**config.mk**
```make
export PLATFORM = sky130hd
export DESIGN_NAME = adc_axi_read_regbank_flat
export DESIGN_NICKNAME = d
export VERILOG_FILES = /design/src/rtl/adc_axi_read_regbank_if.sv /design/src/rtl/adc_axi_read_regbank.sv /design/src/flat_wrapper.sv
export SDC_FILE = /design/constraint.sdc
export NUM_CORES = 1
export LEC_CHECK = 0
export ABC_AREA = 1
export CORE_AREA = 2 2 227 229
export CTS_CLUSTER_SIZE = 40
export DETAILED_ROUTE_END_ITERATION = 10
export DIE_AREA = 0 0 229 231
export DONT_BUFFER_PORTS = 1
export MAX_ROUTING_LAYER = met4
export RECOVER_POWER = 100
export SETUP_SLACK_MARGIN = 0.02
export SYNTH_ARGS = -nofsm -noshare
export SYNTH_HDL_FRONTEND = slang
export SYNTH_SLANG_ARGS = --single-unit
export TNS_END_PERCENT = 1
```
**constraint.sdc**
```tcl
create_clock -name ACLK -period 4.15 [get_ports ACLK]
set_input_delay 0.83 -clock ACLK [delete_from_list [all_inputs] [get_ports ACLK]]
set_output_delay 0.83 -clock ACLK [all_outputs]
set_load 0.03 [all_outputs]
```
**src/rtl/adc_axi_read_regbank_if.sv**
```systemverilog
// AXI4-Lite read-channel signal bundle (AR + R) shared by the register-bank slave and its master.
interface adc_axi_read_regbank_if #(
    parameter int ADDR_WIDTH = 8
);
    logic [ADDR_WIDTH-1:0] ARADDR;
    logic                  ARVALID;
    logic                  ARREADY;
    logic [31:0]           RDATA;
    logic [1:0]            RRESP;
    logic                  RVALID;
    logic                  RREADY;

    modport master (
        output ARADDR, ARVALID, RREADY,
        input  ARREADY, RDATA, RRESP, RVALID
    );

    modport slave (
        input  ARADDR, ARVALID, RREADY,
        output ARREADY, RDATA, RRESP, RVALID
    );
endinterface

```
**src/rtl/adc_axi_read_regbank.sv**
```systemverilog
// AXI4-Lite read slave for the ADC status/config register bank: one-cycle latency, full-rate
// back-to-back reads, SLVERR on bad addresses, clear-on-read sticky registers and read strobes.
module adc_axi_read_regbank #(
    parameter int                  ADDR_WIDTH = 8,
    parameter int                  NUM_REGS   = 8,
    parameter logic [NUM_REGS-1:0] COR_MASK   = '0
) (
    input  logic                     ACLK,
    input  logic                     ARESET,
    adc_axi_read_regbank_if.slave    axi,
    input  logic [32*NUM_REGS-1:0]   reg_in,
    input  logic [32*NUM_REGS-1:0]   sticky_set,
    output logic [NUM_REGS-1:0]      rd_pulse,
    output logic [15:0]              rd_err_cnt
);
    localparam int         IDX_W       = ADDR_WIDTH - 2;
    localparam logic [1:0] RESP_OKAY   = 2'b00;
    localparam logic [1:0] RESP_SLVERR = 2'b10;

    logic [IDX_W-1:0]    idx_p0;
    logic [31:0]         idx32_p0;
    logic                addr_ok_p0;
    logic                hs_p0;
    logic [31:0]         word_p0;
    logic [NUM_REGS-1:0] sel_p0;
    logic [31:0]         sticky_q [NUM_REGS];

    logic                vld_p1;
    logic [31:0]         rdata_p1;
    logic [1:0]          rresp_p1;

    function automatic logic [15:0] sat_inc16(input logic [15:0] v);
        return (v == 16'hFFFF) ? v : v + 16'd1;
    endfunction

    // Address stage: decode and data selection on the handshake cycle
    assign axi.ARREADY = !ARESET && (!vld_p1 || axi.RREADY);
    assign hs_p0       = axi.ARVALID && axi.ARREADY;
    assign idx_p0      = axi.ARADDR[ADDR_WIDTH-1:2];
    assign idx32_p0    = 32'(idx_p0);
    assign addr_ok_p0  = (idx32_p0 < 32'(NUM_REGS)) && (axi.ARADDR[1:0] == 2'b00);

    always_comb begin
        word_p0 = '0;
        sel_p0  = '0;
        for (int i = 0; i < NUM_REGS; i++) begin
            if (addr_ok_p0 && (idx32_p0 == 32'(i))) begin
                sel_p0[i] = 1'b1;
                // Including this cycle's events means a set coincident with the clear is reported
                word_p0 = COR_MASK[i] ? (sticky_q[i] | sticky_set[32*i +: 32])
                                      : reg_in[32*i +: 32];
            end
        end
    end

    // Sticky latches: a read reloads with the same-cycle events so none are lost
    always_ff @(posedge ACLK) begin
        for (int i = 0; i < NUM_REGS; i++) begin
            if (ARESET || !COR_MASK[i]) begin
                sticky_q[i] <= '0;
            end else if (hs_p0 && sel_p0[i]) begin
                sticky_q[i] <= sticky_set[32*i +: 32];
            end else begin
                sticky_q[i] <= sticky_q[i] | sticky_set[32*i +: 32];
            end
        end
    end

    // Response stage: held until the master accepts it
    always_ff @(posedge ACLK) begin
        if (ARESET) begin
            vld_p1     <= 1'b0;
            rdata_p1   <= '0;
            rresp_p1   <= RESP_OKAY;
            rd_pulse   <= '0;
            rd_err_cnt <= '0;
        end else begin
            rd_pulse <= hs_p0 ? sel_p0 : '0;
            if (hs_p0) begin
                vld_p1   <= 1'b1;
                rdata_p1 <= word_p0;
                rresp_p1 <= addr_ok_p0 ? RESP_OKAY : RESP_SLVERR;
                if (!addr_ok_p0) begin
                    rd_err_cnt <= sat_inc16(rd_err_cnt);
                end
            end else if (vld_p1 && axi.RREADY) begin
                vld_p1 <= 1'b0;
            end
        end
    end

    assign axi.RVALID = vld_p1;
    assign axi.RDATA  = rdata_p1;
    assign axi.RRESP  = rresp_p1;

    // Live words of sticky registers and event bits of live registers are never consumed
    logic unused_inputs;
    assign unused_inputs = ^{reg_in, sticky_set};
endmodule

```
**src/flat_wrapper.sv**
```systemverilog
// flat-port wrapper written by rule: the top's interface ports become plain ports
module adc_axi_read_regbank_flat 
#(
    parameter int                  ADDR_WIDTH = 8,
    parameter int                  NUM_REGS   = 8,
    parameter logic [NUM_REGS-1:0] COR_MASK   = '0
)
  (ACLK, ARESET, reg_in, sticky_set, rd_pulse, rd_err_cnt, axi_ARADDR, axi_ARVALID, axi_RREADY, axi_ARREADY, axi_RDATA, axi_RRESP, axi_RVALID);
  adc_axi_read_regbank_if #(.ADDR_WIDTH(ADDR_WIDTH)) axi_i ();
  input  logic ACLK;
  input  logic ARESET;
  input  logic [32*NUM_REGS-1:0] reg_in;
  input  logic [32*NUM_REGS-1:0] sticky_set;
  output logic [NUM_REGS-1:0] rd_pulse;
  output logic [15:0] rd_err_cnt;
  input wire logic [$bits(axi_i.ARADDR)-1:0] axi_ARADDR;
  input wire logic [$bits(axi_i.ARVALID)-1:0] axi_ARVALID;
  input wire logic [$bits(axi_i.RREADY)-1:0] axi_RREADY;
  output wire logic [$bits(axi_i.ARREADY)-1:0] axi_ARREADY;
  output wire logic [$bits(axi_i.RDATA)-1:0] axi_RDATA;
  output wire logic [$bits(axi_i.RRESP)-1:0] axi_RRESP;
  output wire logic [$bits(axi_i.RVALID)-1:0] axi_RVALID;
  assign axi_i.ARADDR = axi_ARADDR;
  assign axi_i.ARVALID = axi_ARVALID;
  assign axi_i.RREADY = axi_RREADY;
  assign axi_ARREADY = axi_i.ARREADY;
  assign axi_RDATA = axi_i.RDATA;
  assign axi_RRESP = axi_i.RRESP;
  assign axi_RVALID = axi_i.RVALID;
  adc_axi_read_regbank #(.ADDR_WIDTH(ADDR_WIDTH), .NUM_REGS(NUM_REGS), .COR_MASK(COR_MASK)) u_core (.ACLK(ACLK), .ARESET(ARESET), .axi(axi_i), .reg_in(reg_in), .sticky_set(sticky_set), .rd_pulse(rd_pulse), .rd_err_cnt(rd_err_cnt));
endmodule
```
==> After elaboration in Yosys (flattened, before gate mapping) <==
Cells that the tools add are included.
{ "word_totals": {"reg_bits": 59, "inputBits": 524, "output_inout_bits": 60, "wordCells": 57} }
{ "classes": {"n_addsub": 1, "magnitude_cmp": 1, "eq_ne": 8, "n_mux": 19, "bitwise_logic": 3, "reduce_logical": 20} }
{ "ops": {"columns": ["cell", "n"], "rows": [
  ["32-bit two-way mux", 8],
  ["32-bit logical NOT", 1],
  ["6-bit by 3-bit equality test with 1-bit output, second input constant", 4],
  ["16-bit by 1-bit adder with 16-bit output, second input constant", 1],
  ["16-bit equality test, second input constant", 1],
  ["6-bit by 2-bit equality test with 1-bit output, second input constant", 2],
  ["1-bit logical AND", 12],
  ["1-bit two-way mux", 10],
  ["6-bit by 1-bit equality test with 1-bit output, second input constant", 1],
  ["6-bit by 4-bit < comparator with 1-bit output, second input constant", 1],
  ["1-bit inverter", 3],
  ["3-bit AND reduction", 1],
  ["1-bit logical NOT", 2],
  ["2-bit logical NOT", 1],
  ["2-bit two-way mux", 1],
  ["2-bit nonzero test", 1],
  ["2-bit OR reduction", 1],
  ["1-bit logical OR", 1]
]} }

==> Depth between registers and ports, before layout <==
Gate-level depths: netlist of the first run.
{ "logic_depth": {"word_depth": 11, "ltp_mapped": 12, "depth_no_buf": 11} }

==> Worst setup path after synthesis of the first run <==
Ideal clock, no wire load.
{ "synth_timing": {"kind": "input-to-reg", "start": "input ARESET", "end": "register u_core.rd_err_cnt[10]", "setup_time_ns": 0.070, "arrival_ns": 2.369, "required_ns": 4.080, "path_slack_ns": 1.711, "stages": 9, "n_path_buf": 2, "path_cell_list": "buf_2 -> a21oi_1 -> nand2_1 -> nor2_1 -> nand2_1 -> inv_1 -> buf_2 -> nand2_1 -> a21oi_1"} }
{ "synth_via": {"elab_chain_cells": 4} }
{ "synth_lines": {"columns": ["item", "line_no", "source"], "rows": [
  ["from (decl)", "flat_wrapper.sv:11", "input logic ARESET;"],
  ["1-bit logical NOT", "adc_axi_read_regbank.sv:37", "assign axi.ARREADY = !ARESET && (!vld_p1 || axi.RREADY);"],
  ["1-bit logical AND", "adc_axi_read_regbank.sv:37", null],
  ["named net axi_ARREADY", "flat_wrapper.sv:19", "output wire logic [$bits(axi_i.ARREADY)-1:0] axi_ARREADY;"],
  ["1-bit logical AND", "adc_axi_read_regbank.sv:38", "assign hs_p0 = axi.ARVALID && axi.ARREADY;"],
  ["3-bit AND reduction (no line)", null, null],
  ["to (signal assigned)", "adc_axi_read_regbank.sv:84", "rd_err_cnt <= sat_inc16(rd_err_cnt);"],
  ["to (decl)", "adc_axi_read_regbank.sv:14", "output logic [15:0] rd_err_cnt"]
]} }
The timed path passes the listed nets, and every way through them passes these cells.
A chain may end at the register's enable or synchronous reset.

==> Final worst setup path of the first run <==
{ "layout_timing": {"start": "input axi_ARADDR[6]", "end": "register u_core.rdata_p1[20], in the netlist u_core.axi.RDATA[20]"} }
{ "layout_via": {"elab_chain_cells": 11, "elab_cells_between_ends": 26, "classes_between": "order compare: 1; eq/ne: 7; mux: 8; reduce/logical: 10"} }
{ "layout_lines": {"columns": ["item", "line_no", "source"], "rows": [
  ["from (decl)", "flat_wrapper.sv:16", "input wire logic [$bits(axi_i.ARADDR)-1:0] axi_ARADDR;"],
  ["6-bit by 4-bit < comparator with 1-bit output", "adc_axi_read_regbank.sv:41", "assign addr_ok_p0 = (idx32_p0 < 32'(NUM_REGS)) && (axi.ARADDR[1:0] == 2'b00);"],
  ["1-bit logical AND", "adc_axi_read_regbank.sv:41", null],
  ["1-bit logical AND", "adc_axi_read_regbank.sv:47", "if (addr_ok_p0 && (idx32_p0 == 32'(i))) begin"],
  ["32-bit two-way mux (7 in a row)", "adc_axi_read_regbank.sv:47", null],
  ["32-bit two-way mux *", "adc_axi_read_regbank.sv:47", null],
  ["to (signal assigned)", "adc_axi_read_regbank.sv:81", "rdata_p1 <= word_p0;"],
  ["to (decl)", "adc_axi_read_regbank.sv:29", "logic [31:0] rdata_p1;"]
]} }
Mark *: on every way between the ends. The rest lies on a longest branch, timed or not.

==> summary.md, run 1 <==
| Metric | Value |
|---|---|
| Status | `completed` |
| Reg2reg end | `u_core.axi.RDATA[7]` |
| Ys Warns | `0` |
| Area grow syn2layout | `21.6%` |
| Placed insts | `around 1.4k` |
| Residual DRC | `0` |
| Pleak | `slightly below 2 nW` |
| CTS root buf | `clkbuf_16` |
| Die height | `231 microns` |
| Slew Viols, Final | `0` |
| Crit path buffers/inverters | `2` |
| Critical Path Max Stage Delay | `670 ps` |
| Post-CTS Hold Buffers | `0` |
| Hold_sp | `ARESET` |
| Maximum VDD drop | `0.156 mV` |
| Multi-input logic area | `between 0.002 and 0.003 sq mm` |
| Number of port buffers | `0` |
| Fin crit share | `between 80% and 90%` |
| Final nets | `~1.3k` |
| Met3 WL | `around 2700 microns` |
| Share of the synthesized area in the top cell type | `25.6%` |
| Wire length of the first global-routing pass | `roughly 36,000 microns` |
| Via/cell ratio | `3.61` |
| Sequential element share of the synthesized area | `roughly a quarter` |
| Avg Inst Size Synth | `5.75 sq um` |
| Area contributors post-synth | `dfxtp_1 26%, nand2_1 18%, nand3_1 12%` |
| Req. time, crit path | `roughly 4400 ps` |
| Max layer used | `met4` |
| PD cells | `253 mW/mm^2` |
| CP top delay family | `simple AND/OR/NAND/NOR gates` |
| Clock Sinks | `58` |
| Post-CTS resize count | `0` |
| Reg2reg setup slack | `~960 ps` |
| Post-CTS Setup Inserts | `0` |
| Crit end category | `flop` |
| Detailed Place HPWL | `21,900 microns` |
| Clock skew | `roughly 6.5 ps` |
| Met1 WL | `approximately 10,000 microns` |
| Worst skew pair latency | `between 300 and 400 ps` |
| Number of I/O pins | `a little under 600` |
| Final ANT Viol Nets | `0` |
| Critical path arrival | `3620 ps` |
| Reg area | `between 0.001 and 0.0015 sq mm` |
| Cell area after layout | `between 0.005 and 0.006 sq mm` |
| WL/cell | `about 18 microns` |
| Instance area at placement | `approximately 0.0052 sq mm` |
| GRT overflow | `0` |
| Critical Path Slowest Stage Cell | `clkbuf_2` |
| Routed wire length | `between 20,000 and 30,000 microns` |
| Layout cells sized above 1 | `under 10%` |
| CTS tree | `yes` |
| Worst Setup Start Kind | `input pin` |
| CTS Buffer Depth | `2` |
| Setup TNS Final | `0 ps` |
| H-tree depth | `3` |
| FF-to-FF path depth | `10` |
| Rows | `just over 80` |
| Initial Util | `8.96%` |
| Min cycle time layout | `approximately 3300 ps` |
| Seq cells post-synth | `58` |
| MaxCap Viol Count | `0` |
| CORE AREA | `0.0507 sq mm` |
| Crit-path max FO | `27` |
| 1st-pass router iterations | `4` |
| Largest net degree at the start of global routing | `between 90 and 100` |
| Net Count, Synth | `between 1k and 1.5k` |
| Vias | `between 5k and 6k` |
| Fmax | `299 MHz` |
| Antenna violations before repair | `9` |
| Initial DRC Count | `roughly 310` |
| Setup CP Type | `in -> reg` |
| Max_slew headroom | `between 30% and 40%` |
| Fin. Hold Viols | `0` |
| Die width | `229 microns` |
| Area leader, netlist | `dfxtp_1` |
| Hold depth | `1` |
| GP Congestion | `~0.9` |
| CTS buffer count | `9` |
| DIE AREA | `about 0.053 sq mm` |
| GRT Total Usage | `between 10% and 20%` |
| Non-Filler Instances | `between 1k and 1.5k` |
| Worst Hold End | `u_core.axi.RDATA[22]` |
| Synth unique cells | `28` |
| Fillers | `6,012` |
| Type of the tightest min-delay check | `in -> reg` |
| Final core utilization | `between 10% and 20%` |
| Worst-Margin Slew | `around 960 ps` |
| RSZ-0062 raised after global routing | `no` |
| Synthesized instance count | `789` |
| Final Setup Violations | `0` |
| Critical path, cell by cell | `inv_1 > nand2_1 > nor2_4 > nand2_1 > nor2_4 > clkbuf_2 > a21oi_1 > nand4_1 > nand2_1 > a21oi_1` |
| Netlist Area Pre-Place | `about 0.0045 sq mm` |
| Clk slew on worst S/H paths | `approximately 60 ps` |
| Met2 WL | `between 10,000 and 15,000 microns` |
| Reg-to-Reg Start | `u_core.axi.RVALID` |
| Crit path top cell by count | `nand2_1` |
| Vias in the first global route | `a little under 5k` |
## sequential cells by signal, indices dropped and copies added (netlist names)
name	count
u_core.axi.RDATA	32
u_core.rd_err_cnt	16
u_core.rd_pulse	8
u_core.axi.RRESP	1
u_core.axi.RVALID	1
## Yosys cell counts (all sizes together)
library cell  number
nand2            225
nand4             36
nor4               2
a211oi             1
xor2               7
o211ai             6
nand3            114
xnor2              4
buf               43
nand2b             1
inv               57
a21oi            102
clkbuf            13
or2                1
nor2              81
o21bai             2
nor3              34
dfxtp             58
ha                 1
conb               1
## where the power goes
part / internal, mW / switching [mW] / leakage [nW]
logic: 0.0168 / 0.0586 / 1.32
clock network: 0.462 / 0.293 / 0.134
registers: 0.560 / 0.00881 / 0.468
## worst max path at each step
| stage | from | endpoint | depth (start not counted) |
|---|---|---|---|
| 2_1_floorplan | ARESET | u_core.rd_err_cnt[10] | 9 |
| 3_3_place_gp | axi_ARADDR[6] | u_core.axi.RDATA[26] | 10 |
| 3_5_place_dp | axi_ARADDR[6] | u_core.axi.RDATA[26] | 10 |
| 4_1_cts | axi_ARADDR[6] | u_core.axi.RDATA[26] | 10 |
| 5_1_grt | axi_ARADDR[6] | u_core.axi.RDATA[26] | 10 |
| 6_report | axi_ARADDR[6] | u_core.axi.RDATA[20] | 10 |
## cell families after synthesis
family	Yosys count	share of synthesized area [%]
compound gates	111	12.7
xor+xnor	11	2.12
other cells	1	0.0826
flops	58	25.6
buf+inv	113	11.0
simple gates	494	48.2
fa+ha+maj	1	0.276
## routing by layer
layer	up-vias	GRT usage, %
li1	2566	-
met1	2331	10.8
met2	307	17.2
met3	30	4.29
met4	0	3.04
met5	-	-
## area by class of cell
type | count | share of cell area (%)
sequential | 58 | 21.0
clock buffer | 9 | 4.08
inverter | 57 | 3.88
antenna | 9 | 0.408
timing repair buffer | 13 | 1.81
multi-input combinational | 618 | 52.1
clock inverter | 7 | 1.27
tap | 680 | 15.4
## placed cells by master, fill, tap and decap left out, drive strengths merged, types with 2 or more instances in the layout
| cell type | count |
|---|---|
| a21oi | 102 |
| buf | 10 |
| clkbuf | 12 |
| clkinv | 2 |
| clkinvlp | 4 |
| dfxtp | 58 |
| diode | 9 |
| inv | 57 |
| nand2 | 225 |
| nand3 | 114 |
| nand4 | 36 |
| nor2 | 81 |
| nor3 | 34 |
| nor4 | 2 |
| o211ai | 6 |
| o21bai | 2 |
| xnor2 | 4 |
| xor2 | 7 |
## through the flow
step                      hold WS, ps  worst slack, ps  power (mW)
final                             538              806        1.40
after global routing              519              465        1.46
after CTS                         515              943        1.43
after detailed placement          608              562       0.659
after global placement            603              576       0.660
after floorplan                   595             1710       0.645
Power figures use the tool's default switching activity.
==> run 2: changes to the inputs <==
==> constraint.sdc (replaced) <==
create_clock -name ACLK -period 2.8 [get_ports ACLK]
set_input_delay 0.56 -clock ACLK [delete_from_list [all_inputs] [get_ports ACLK]]
set_output_delay 0.56 -clock ACLK [all_outputs]
set_load 0.03 [all_outputs]
==> summary.md, run 2 (synthesized netlist as in run 1, its figures left out) <==
| Metric | Value |
|---|---|
| Status | `completed` |
| Routed wire length | `26,800 microns (-0.19%)` |
| 1st-pass router iterations | `5 (+1)` |
| Largest register FFs | `32 (unchanged)` |
| Post-CTS Hold Buffers | `0 (unchanged)` |
| Maximum VDD drop | `0.245 mV (+57%)` |
| Worst Setup Start Kind | `flop` |
| CP top delay family | `simple AND/OR/NAND/NOR gates` |
| Initial Util | `8.96% (unchanged)` |
| Sw Ratio | `25.8% (about the same)` |
| Switching power | `0.537 mW (+49%)` |
| Pleak | `2.02 nW (+5.1%)` |
| Crit end category | `flop` |
| Slew Viols, Final | `0 (unchanged)` |
| Reg area | `0.00116 sq mm (unchanged)` |
| H-tree depth | `3 (unchanged)` |
| Most frequent cells in the layout | `221 x nand2_1, 113 x nand3_1, 102 x a21oi_1, 73 x nor2_1, 58 x dfxtp_1` |
| Clk slew on worst S/H paths | `60 ps (about the same)` |
| Min cycle time layout | `approximately 2300 ps` |
| CTS Buffer Depth | `2 (unchanged)` |
| Detailed Place HPWL | `22,000 microns (about the same)` |
| Clock Sinks | `58 (unchanged)` |
| Worst skew pair latency | `360 ps (about the same)` |
| Number of port buffers | `0 (unchanged)` |
| Antenna violations before repair | `12 (+3)` |
| RSZ-0062 raised after global routing | `no` |
| GP Congestion | `0.901 (+2.3%)` |
| DIE AREA | `0.0529 sq mm (unchanged)` |
| Initial DRC Count | `218 (-31%)` |
| MaxCap Viol Count | `0 (unchanged)` |
| Post-CTS Setup Inserts | `0 (unchanged)` |
| Vias in the first global route | `4,819 (-1.8%)` |
| Number of I/O pins | `584 (unchanged)` |
| Fmax | `between 400 and 500 MHz` |
| Fillers | `5,976 (-0.60%)` |
| Final ANT Viol Nets | `0 (unchanged)` |
| Critical path, cell by cell | `clkbuf_1 > nand2_1 > nor2_1 > nand4_1 > nand2b_1 > nand2_1 > buf_4 > nor2_1 > o21bai_1 > a21oi_1` |
| Combinational power share | `5.7% (+0.3 points)` |
| Setup TNS Final | `0 ps (unchanged)` |
| Worst path depth | `10 (unchanged)` |
| Crit path buffers/inverters | `2 (unchanged)` |
| Max_slew headroom | `48.1% (+12 points)` |
| FF-to-FF path depth | `10 (unchanged)` |
| Layout cells sized above 1 | `6.80% (+1.8 points)` |
| Req. time, crit path | `3010 ps (-1420 ps)` |
| Final Setup Violations | `0 (unchanged)` |
| Post-CTS resize count | `0 (unchanged)` |
| Largest net degree at the start of global routing | `61 (-38%)` |
| WL/cell | `18.2 microns (-1.5%)` |
| Critical Path Max Stage Delay | `480 ps (-190 ps)` |
| Crit-path max FO | `9 (-67%)` |
| Critical path arrival | `2490 ps (-1130 ps)` |
| CTS root buf | `clkbuf_16` |
| Die width | `229 microns (unchanged)` |
| Post-layout power | `2.08 mW (+49%)` |
| PD cells | `363 mW/mm^2 (+43%)` |
| Critical Path Slowest Stage Cell | `clkbuf_1` |
| Via/cell ratio | `3.56 (-1.3%)` |
| Vias | `5,235 (+0.019%)` |
| Area grow syn2layout | `26.5%` |
| Rows | `83 (unchanged)` |
| Share of power burned in the clock network | `53.8% (-0.2 points)` |
| Fin crit share | `slightly above 80%` |
| Die height | `231 microns (unchanged)` |
| CTS tree | `yes` |
| GRT Total Usage | `10.0% (-0.14 points)` |
| Worst-Margin Slew | `778 ps (-179 ps)` |
| CTS buffer count | `9 (unchanged)` |
| GRT overflow | `0 (unchanged)` |
| Fin. Hold Viols | `0 (unchanged)` |
| Wire length of the first global-routing pass | `35,500 microns (-2.0%)` |
| Seq pwr share | `40.4% (-0.3 points)` |
| Final nets | `1,299 (+1.3%)` |
| Int Power | `1.55 mW (+49%)` |
| Type of the tightest min-delay check | `in -> reg` |
| Multi-input logic area | `0.00290 sq mm (+0.70%)` |
| Most common cell after layout, fill and taps aside | `nand2_1` |
| CORE AREA | `0.0507 sq mm (unchanged)` |
| Residual DRC | `0 (unchanged)` |
| Hold depth | `1 (unchanged)` |
| Setup CP Type | `reg -> reg` |
| Clock skew | `13.5 ps (+6.98 ps)` |
-- run 2: cell count changes in the layout (fill, tap and decap cells not counted), sizes merged --
cell,delta
buf,+9
clkbuf,+8
clkinv,+3
clkinvlp,-3
diode,+3
-- run 2: worst paths after layout --
check                         endpoint            startpoint  slack (ps)
setup / recovery  u_core.rd_err_cnt[2]  u_core.rd_err_cnt[3]         520
hold / removal     u_core.axi.RRESP[1]                ARESET         260
setup reg to reg  u_core.rd_err_cnt[2]  u_core.rd_err_cnt[3]         520
hold reg to reg   u_core.axi.RDATA[22]  u_core.axi.RDATA[22]         620
-- run 2: area by class of cell --
class,count,area share (%)
inverter,57,3.72
tap,680,14.8
clock buffer,9,3.92
antenna,12,0.523
clock inverter,7,1.22
multi-input combinational,618,50.4
sequential,58,20.2
timing repair buffer,30,5.18
-- run 2: per-layer routing --
metal | part of all wire, % | track usage [%] | vias up | routed length (microns)
li1 | - | - | 2606 | -
met1 | 38 | 10.1 | 2295 | 10300
met2 | 48 | 17.3 | 299 | 12900
met3 | 11 | 4.63 | 35 | 2850
met4 | 2.9 | 3.08 | 0 | 779
met5 | 0 | - | - | 0
-- run 2: per-stage QoR --
stage,util [%],area (sq um),setup slack (ps),std cells,hold WS (ps)
after CTS,11.4,5770,631,1459,244
after detailed placement,10.8,5470,266,1443,605
final,11.3,5740,521,1471,264
after global routing,11.3,5740,294,1471,239
after floorplan,-,4540,631,789,595
after global placement,10.8,5470,276,1443,600
-- run 2: power groups by stage --
stage	clock network, mW	logic (mW)	registers (mW)
finish	1.12	0.120	0.842
global route	1.20	0.135	0.842
floorplan	0	0.0966	0.859
CTS	1.16	0.126	0.842
detailed placement	0	0.126	0.860
global placement	0	0.126	0.860
